--- config.mk ---
export PLATFORM = sky130hd
export DESIGN_NAME = multicycle_ctrl
export DESIGN_NICKNAME = d
export VERILOG_FILES = /design/src/rtl/multicycle_ctrl_pkg.sv /design/src/rtl/multicycle_ctrl_out_decode.sv /design/src/rtl/multicycle_ctrl.sv
export SDC_FILE = /design/constraint.sdc
export NUM_CORES = 1
export LEC_CHECK = 0
export ABC_AREA = 1
export CAP_MARGIN = 20
export CELL_PAD_IN_SITES_DETAIL_PLACEMENT = 0
export CELL_PAD_IN_SITES_GLOBAL_PLACEMENT = 1
export CORE_UTILIZATION = 36
export DETAILED_ROUTE_END_ITERATION = 8
export DONT_BUFFER_PORTS = 1
export PLACE_DENSITY = 0.79
export SETUP_SLACK_MARGIN = 0.1
export SLEW_MARGIN = 20
export SYNTH_ARGS = -nofsm -noshare
export SYNTH_HDL_FRONTEND = slang
export SYNTH_SLANG_ARGS = --single-unit
--- constraint.sdc ---
create_clock -name clk -period 1.5 [get_ports clk]
set_clock_uncertainty 0.15 [all_clocks]
set_input_delay 0.3 -clock clk [delete_from_list [all_inputs] [get_ports clk]]
set_output_delay 0.3 -clock clk [all_outputs]
set_load 0.005 [all_outputs]
--- src/rtl/multicycle_ctrl_pkg.sv ---
// Shared definitions for the multi-cycle MIPS control unit: state codes,
// opcodes, ALUOp / operand-select encodings and an opcode support check.
package multicycle_ctrl_pkg;

  typedef enum logic [3:0] {
    S_FETCH  = 4'd0,
    S_DECODE = 4'd1,
    S_MEMADR = 4'd2,
    S_MEMRD  = 4'd3,
    S_MEMWB  = 4'd4,
    S_MEMWR  = 4'd5,
    S_EXEC   = 4'd6,
    S_RWB    = 4'd7,
    S_BRANCH = 4'd8,
    S_JUMP   = 4'd9,
    S_ADDIEX = 4'd10,
    S_ADDIWB = 4'd11
  } state_t;

  localparam logic [5:0] OP_RTYPE = 6'b000000;
  localparam logic [5:0] OP_LW    = 6'b100011;
  localparam logic [5:0] OP_SW    = 6'b101011;
  localparam logic [5:0] OP_BEQ   = 6'b000100;
  localparam logic [5:0] OP_J     = 6'b000010;
  localparam logic [5:0] OP_ADDI  = 6'b001000;

  localparam logic [1:0] ALUOP_ADD   = 2'b00;
  localparam logic [1:0] ALUOP_SUB   = 2'b01;
  localparam logic [1:0] ALUOP_FUNCT = 2'b10;

  localparam logic [1:0] ALUB_RT      = 2'b00;
  localparam logic [1:0] ALUB_FOUR    = 2'b01;
  localparam logic [1:0] ALUB_IMM     = 2'b10;
  localparam logic [1:0] ALUB_IMM_SH2 = 2'b11;

  localparam logic [1:0] PCSRC_ALU    = 2'b00;
  localparam logic [1:0] PCSRC_ALUOUT = 2'b01;
  localparam logic [1:0] PCSRC_JUMP   = 2'b10;

  function automatic logic op_supported(input logic [5:0] op);
    return (op == OP_RTYPE) || (op == OP_LW) || (op == OP_SW) ||
           (op == OP_BEQ) || (op == OP_J) || (op == OP_ADDI);
  endfunction

endpackage

--- src/rtl/multicycle_ctrl_out_decode.sv ---
// Combinational output decode for the control FSM: current state plus the
// (reset-gated) memory ready flag mapped onto the datapath strobes.
module multicycle_ctrl_out_decode
  import multicycle_ctrl_pkg::*;
(
  input  state_t      state,
  input  logic        mem_ready,
  input  logic [5:0]  opcode,
  output logic        pc_write,
  output logic        pc_write_cond,
  output logic [1:0]  pc_source,
  output logic        i_or_d,
  output logic        mem_read,
  output logic        mem_write,
  output logic        ir_write,
  output logic        mem_to_reg,
  output logic        reg_dst,
  output logic        reg_write,
  output logic        alu_src_a,
  output logic [1:0]  alu_src_b,
  output logic [1:0]  alu_op,
  output logic        instr_done,
  output logic        illegal_op
);

  always_comb begin
    pc_write      = 1'b0;
    pc_write_cond = 1'b0;
    pc_source     = PCSRC_ALU;
    i_or_d        = 1'b0;
    mem_read      = 1'b0;
    mem_write     = 1'b0;
    ir_write      = 1'b0;
    mem_to_reg    = 1'b0;
    reg_dst       = 1'b0;
    reg_write     = 1'b0;
    alu_src_a     = 1'b0;
    alu_src_b     = ALUB_RT;
    alu_op        = ALUOP_ADD;
    instr_done    = 1'b0;
    illegal_op    = 1'b0;

    case (state)
      S_FETCH: begin
        mem_read  = 1'b1;
        alu_src_b = ALUB_FOUR;
        // PC+4 and IR load only once the instruction word has arrived
        ir_write  = mem_ready;
        pc_write  = mem_ready;
      end
      S_DECODE: begin
        alu_src_b  = ALUB_IMM_SH2;
        illegal_op = !op_supported(opcode);
      end
      S_MEMADR, S_ADDIEX: begin
        alu_src_a = 1'b1;
        alu_src_b = ALUB_IMM;
      end
      S_MEMRD: begin
        mem_read = 1'b1;
        i_or_d   = 1'b1;
      end
      S_MEMWB: begin
        reg_write  = 1'b1;
        mem_to_reg = 1'b1;
        instr_done = 1'b1;
      end
      S_MEMWR: begin
        mem_write  = 1'b1;
        i_or_d     = 1'b1;
        instr_done = mem_ready;
      end
      S_EXEC: begin
        alu_src_a = 1'b1;
        alu_op    = ALUOP_FUNCT;
      end
      S_RWB: begin
        reg_write  = 1'b1;
        reg_dst    = 1'b1;
        instr_done = 1'b1;
      end
      S_BRANCH: begin
        alu_src_a     = 1'b1;
        alu_op        = ALUOP_SUB;
        pc_write_cond = 1'b1;
        pc_source     = PCSRC_ALUOUT;
        instr_done    = 1'b1;
      end
      S_JUMP: begin
        pc_write   = 1'b1;
        pc_source  = PCSRC_JUMP;
        instr_done = 1'b1;
      end
      S_ADDIWB: begin
        reg_write  = 1'b1;
        instr_done = 1'b1;
      end
      default: ;
    endcase
  end

endmodule

--- src/rtl/multicycle_ctrl.sv ---
// Main control FSM of the multi-cycle MIPS datapath: holds the state register
// and next-state logic; strobes come from the output decode sub-module.
module multicycle_ctrl
  import multicycle_ctrl_pkg::*;
#(
  parameter int STATE_W = 4
) (
  input  logic               clk,
  input  logic               rstn,
  input  logic [5:0]         opcode,
  input  logic               mem_ready,
  output logic               pc_write,
  output logic               pc_write_cond,
  output logic [1:0]         pc_source,
  output logic               i_or_d,
  output logic               mem_read,
  output logic               mem_write,
  output logic               ir_write,
  output logic               mem_to_reg,
  output logic               reg_dst,
  output logic               reg_write,
  output logic               alu_src_a,
  output logic [1:0]         alu_src_b,
  output logic [1:0]         alu_op,
  output logic               instr_done,
  output logic               illegal_op,
  output logic [STATE_W-1:0] dbg_state
);

  state_t state_reg;
  state_t state_next;
  logic   ready_gated;

  always_ff @(posedge clk or negedge rstn) begin
    if (!rstn) state_reg <= S_FETCH;
    else       state_reg <= state_next;
  end

  always_comb begin
    state_next = S_FETCH;
    case (state_reg)
      S_FETCH:  state_next = mem_ready ? S_DECODE : S_FETCH;
      S_DECODE: begin
        case (opcode)
          OP_RTYPE:     state_next = S_EXEC;
          OP_LW, OP_SW: state_next = S_MEMADR;
          OP_BEQ:       state_next = S_BRANCH;
          OP_J:         state_next = S_JUMP;
          OP_ADDI:      state_next = S_ADDIEX;
          default:      state_next = S_FETCH;
        endcase
      end
      S_MEMADR: state_next = (opcode == OP_SW) ? S_MEMWR : S_MEMRD;
      S_MEMRD:  state_next = mem_ready ? S_MEMWB : S_MEMRD;
      S_MEMWR:  state_next = mem_ready ? S_FETCH : S_MEMWR;
      S_EXEC:   state_next = S_RWB;
      S_ADDIEX: state_next = S_ADDIWB;
      default:  state_next = S_FETCH;
    endcase
  end

  // While reset is held no PC or IR update may slip through on mem_ready
  assign ready_gated = mem_ready & rstn;

  multicycle_ctrl_out_decode u_out_decode (
    .state         (state_reg),
    .mem_ready     (ready_gated),
    .opcode        (opcode),
    .pc_write      (pc_write),
    .pc_write_cond (pc_write_cond),
    .pc_source     (pc_source),
    .i_or_d        (i_or_d),
    .mem_read      (mem_read),
    .mem_write     (mem_write),
    .ir_write      (ir_write),
    .mem_to_reg    (mem_to_reg),
    .reg_dst       (reg_dst),
    .reg_write     (reg_write),
    .alu_src_a     (alu_src_a),
    .alu_src_b     (alu_src_b),
    .alu_op        (alu_op),
    .instr_done    (instr_done),
    .illegal_op    (illegal_op)
  );

  assign dbg_state = STATE_W'(state_reg);

endmodule

# Word level (Yosys, flattened, before mapping)
# Index checks and enable logic that the tools add are counted.
word_totals:
  regBits: 4
  in_bits: 9
classes:
  mux: 21
  eq_ne: 16
  n_reduce_logical: 15
  n_bitwise: 1
op_table:
  columns: ["cell", "n"]
  rows:
  - ["4-bit case mux with 7 select lines", 1]
  - ["4-bit case mux with 5 select lines", 1]
  - ["4-bit by 3-bit equality test with 1-bit output (second input constant)", 4]
  - ["4-bit equality test (second input constant)", 4]
  - ["6-bit equality test (second input constant)", 2]
  - ["1-bit 2-to-1 mux", 11]
  - ["3-bit 2-to-1 mux", 3]
  - ["4-bit by 2-bit equality test with 1-bit output (second input constant)", 2]
  - ["2-bit case mux with 2 select lines", 2]
  - ["2-bit OR reduction", 4]
  - ["6-bit by 2-bit equality test with 1-bit output (second input constant)", 1]
  - ["6-bit by 3-bit equality test with 1-bit output (second input constant)", 1]
  - ["6-bit by 4-bit equality test with 1-bit output (second input constant)", 1]
  - ["6-bit logical NOT", 1]
  - ["2-bit case mux with 3 select lines", 1]
  - ["1-bit logical OR", 5]
  - ["5-bit OR reduction", 1]
  - ["4-bit by 1-bit equality test with 1-bit output (second input constant)", 1]
  - ["4-bit logical NOT", 1]
  - ["1-bit case mux with 2 select lines", 2]
  - ["4-bit OR reduction", 1]
  - ["3-bit OR reduction", 1]
  - ["1-bit bitwise AND", 1]
  - ["1-bit logical NOT", 1]

# Depth between registers and ports, before layout
logic_depth:
  word_depth: 8
  mapped_depth: 7

# Hierarchy
# From an unflattened synthesis, not the netlist that was laid out.
unflattened:
  hier_cells: 135
  area_unflattened_um2: 661.9
by_module_without_submodules:
  columns: ["module", "cells_per_inst", "seq_area_each_um2", "area_each_um2", "n_inst"]
  rows:
  - ["multicycle_ctrl", 78, 100.1, 416.6, 1]
  - ["multicycle_ctrl_out_decode", 57, 0.0, 245.2, 1]

# Worst setup path after synthesis
# No wires, ideal clock.
synth_timing:
  path_kind: "reg-to-output"
  startpoint: "register state_reg[3], in the netlist dbg_state[3]"
  endpoint: "output port pc_write"
  t_arrival_ns: 0.994
  required_ns: 1.050
  stages_incl_launch_ff: 6
  n_path_buf: 0
  path_slack_ns: 0.056
  path_cell_list: "dfrtp_1 > nor2_4 > nand2_1 > nor2_1 > inv_1 > o22ai_1"
synth_between:
  elab_chain_cells: 2
synth_rtl:
  columns: ["item", "line_no", "text"]
  rows:
  - ["start: declaration", "multicycle_ctrl.sv:30", "state_t state_reg;"]
  - ["start signal: assignment", "multicycle_ctrl.sv:36", "else state_reg <= state_next;"]
  - ["4-bit equality test or 4-bit logical NOT (tied branches)", "multicycle_ctrl_out_decode.sv:43", "case (state)"]
  - ["1-bit case mux with 2 select lines (*)", "multicycle_ctrl_out_decode.sv:43", null]
  - ["end: declaration", "multicycle_ctrl.sv:12", "output logic pc_write,"]
# Every way passes the cells marked *; elsewhere a longest branch is shown, timed or not.

# Worst setup path after layout
layout_timing:
  startpoint: "register state_reg[0], in the netlist dbg_state[0]"
  endpoint: "output port pc_write"
# The elaborated chain is that of the path after synthesis.

==> metrics <==
clock root buffer=clkbuf_4; Layout Utilization=0.600; Syn Nets=around 110; commonest cells after routing, fill and taps aside=nand2_1 (18), nor2_1 (17), inv_1 (12); vias in the first global route=approximately 550; Final Slew Violations=0; clock tree sinks=4; fin cells=135; first-pass GRT wire length=2.04 mm; CP endpoint kind=output pin; Psw=approximately 0.5 mW; number of flip-flops in the largest register=4; failing checks=negative setup slack; most common cell after layout, fill and taps aside=nand2_1; Fin. Hold Viols=0; Critical Path End=pc_write; GP Congestion=between 0.8 and 0.9; mux cell area share after synthesis=0; largest family of logic cells by synthesized area=simple AND/OR/NAND/NOR gates; f_max=approximately 580 MHz; drt total wl=1.54 mm; vias per cell=between 4 and 5; placed cells=between 100 and 150; Sw Share=0.490; CTS Buf Count=3; Area after DPL=between 600 and 700 sq um; mapped cell area=547 sq um; Max IR drop VDD=around 0.52 mV; Vias=654; Internal=between 0.5 and 0.6 mW; routed len/inst=11.4 um; DRT Pass-1 Iters=4; RSZ-0062 raised after global routing=true; Synth Area in Simple Gates=0.609; Max clock buf depth=2; sequential share of the synthesized area=0.183; Rows=13; Worst R2R Path Depth=8; compound-gate portion of the synthesized area=0.0297; Synth Area in Adders=0; Hold WC Path Type=in2async; Final Setup Violations=17; FF-to-FF End=dbg_state[0]$_DFF_PN0_; Synth Area in XOR/XNOR=0; Slew Limit Headroom=0.858; Comb pwr share=0.667; Skew-Pair Late Insertion Delay=240 ps; H-tree lvl count=1; number of remaining DRC errors=0; full die area=approximately 1700 sq um; Routed Antenna Nets=0; area grow syn2layout=48.1%; final instance area=between 800 and 900 sq um; worst-margin pin slew=~210 ps; Tmin final=approximately 1700 ps; crit-path max FO=5; initial antenna violation count=0; Clk pwr share=0.131; fillers=~140; DRT iter0 DRCs=12; FF-to-FF setup slack=20 ps; sequential power share=0.201; GR Overflow Total=0; die height=41.0 um; YS warnings=0; leakage=about 0.47 nW; CP Launch Type=register; Max-cap violations=0; antenna cells=0; I/O Buffers=0; nets=131; CTS tree=done; Worst-path clk slew=40 ps; largest net degree at the start of global routing=7; post-route setup slack=-236 ps; RR Startpoint=dbg_state[1]$_DFF_PN0_; Worst EP arrival=1290 ps; io pins=31; CP Data Required Time=between 1000 and 1500 ps; Hold WS=188 ps; pwr dens=between 1000 and 1500 nW/um^2; Netlist cell types=17; share of layout cells above drive strength 1=0.508; Initial Util=0.405; Worst Path Class, Setup=reg2out; total global-route track usage=0.192; die width=around 41 um; Final HPWL DP=around 1.1 mm; syn avg cell area=5.26 sq um; status=finished with violations; Crit. Startpoint=dbg_state[0]$_DFF_PN0_; Synth Register Bits=4; Post-Syn Instances=104; Core Area=roughly 1400 sq um; crit share post-route=1.16
## critical path, cell delays in order (launching register included)
cell	delay (ps)
dfrtp_2	470
nor2_4	160
nand2_2	80
nor2_2	140
inv_2	60
o22ai_2	140
## logic make-up after synthesis
kind of cell,count (synthesis)
flops,4
compound gates,3
simple gates,72
buf+inv,25
## synth_stat cells
master | instances | share of area
buf_4 | 1 | 0.014
nor2_2 | 1 | 0.011
nor3_1 | 1 | 0.0091
nand3b_1 | 1 | 0.014
nor2_4 | 3 | 0.062
nor2_1 | 24 | 0.16
nand2_1 | 25 | 0.17
nand2_2 | 3 | 0.034
nand3_1 | 12 | 0.11
o22ai_1 | 1 | 0.011
nand2_4 | 1 | 0.021
inv_2 | 4 | 0.027
and2_1 | 1 | 0.011
a21oi_1 | 1 | 0.0091
dfrtp_1 | 4 | 0.18
inv_1 | 20 | 0.14
o21ai_0 | 1 | 0.0091
## area by class of cell
type	count	area, sq um	area share
clock buffers	3	22.5	0.0278
inverters	24	92.6	0.114
multi-input cells	75	455	0.563
flip-flops and latches	4	105	0.130
well taps	15	18.8	0.0232
repair buffers	14	115	0.142
## routing by layer
metal,up-vias,GRT usage,routed length [um]
met5,-,0,0
met4,0,0.125,14
met3,2,0.0380,74
met2,22,0.359,858
met1,292,0.185,589
li1,338,-,-
## power by group through the flow
stage                     Sequential [mW]  Clock, mW  Combinational, mW
final                               0.203      0.133              0.672
after floorplan                     0.186          0              0.304
after detailed placement            0.190          0              0.397
after CTS                           0.199      0.136              0.574
after global placement              0.187          0              0.394
after global routing                0.208      0.141              0.735
## worst min-delay path by stage
stage / from / to / slack, ps / cells after the start
after floorplan: rstn / dbg_state[0]$_DFF_PN0_ / -150 / 0
after global placement: rstn / dbg_state[0]$_DFF_PN0_ / -150 / 0
after detailed placement: rstn / dbg_state[0]$_DFF_PN0_ / -150 / 0
after CTS: rstn / dbg_state[0]$_DFF_PN0_ / 190 / 1
after global routing: rstn / dbg_state[1]$_DFF_PN0_ / 200 / 1
final: rstn / dbg_state[0]$_DFF_PN0_ / 190 / 1
## stage by stage
stage	setup slack, ps	power (mW)	setup TNS [ps]
2_1_floorplan	76.3	0.490	0
3_3_place_gp	21.1	0.581	0
3_5_place_dp	-5.72	0.586	-5.72
4_1_cts	-181	0.909	-1600
5_1_grt	-271	1.08	-3170
6_report	-236	1.01	-2110
## timing repair
action                                 in CTS  in global routing
hold buffers                                1                  0
setup endpoints to repair                  18                 21
setup buffers                               5                  2
pin swaps                                   5                  9
gates resized for setup                    30                 10
endpoints found under the hold margin       4                  0
Note: power is estimated with default switching activity, not from simulation.
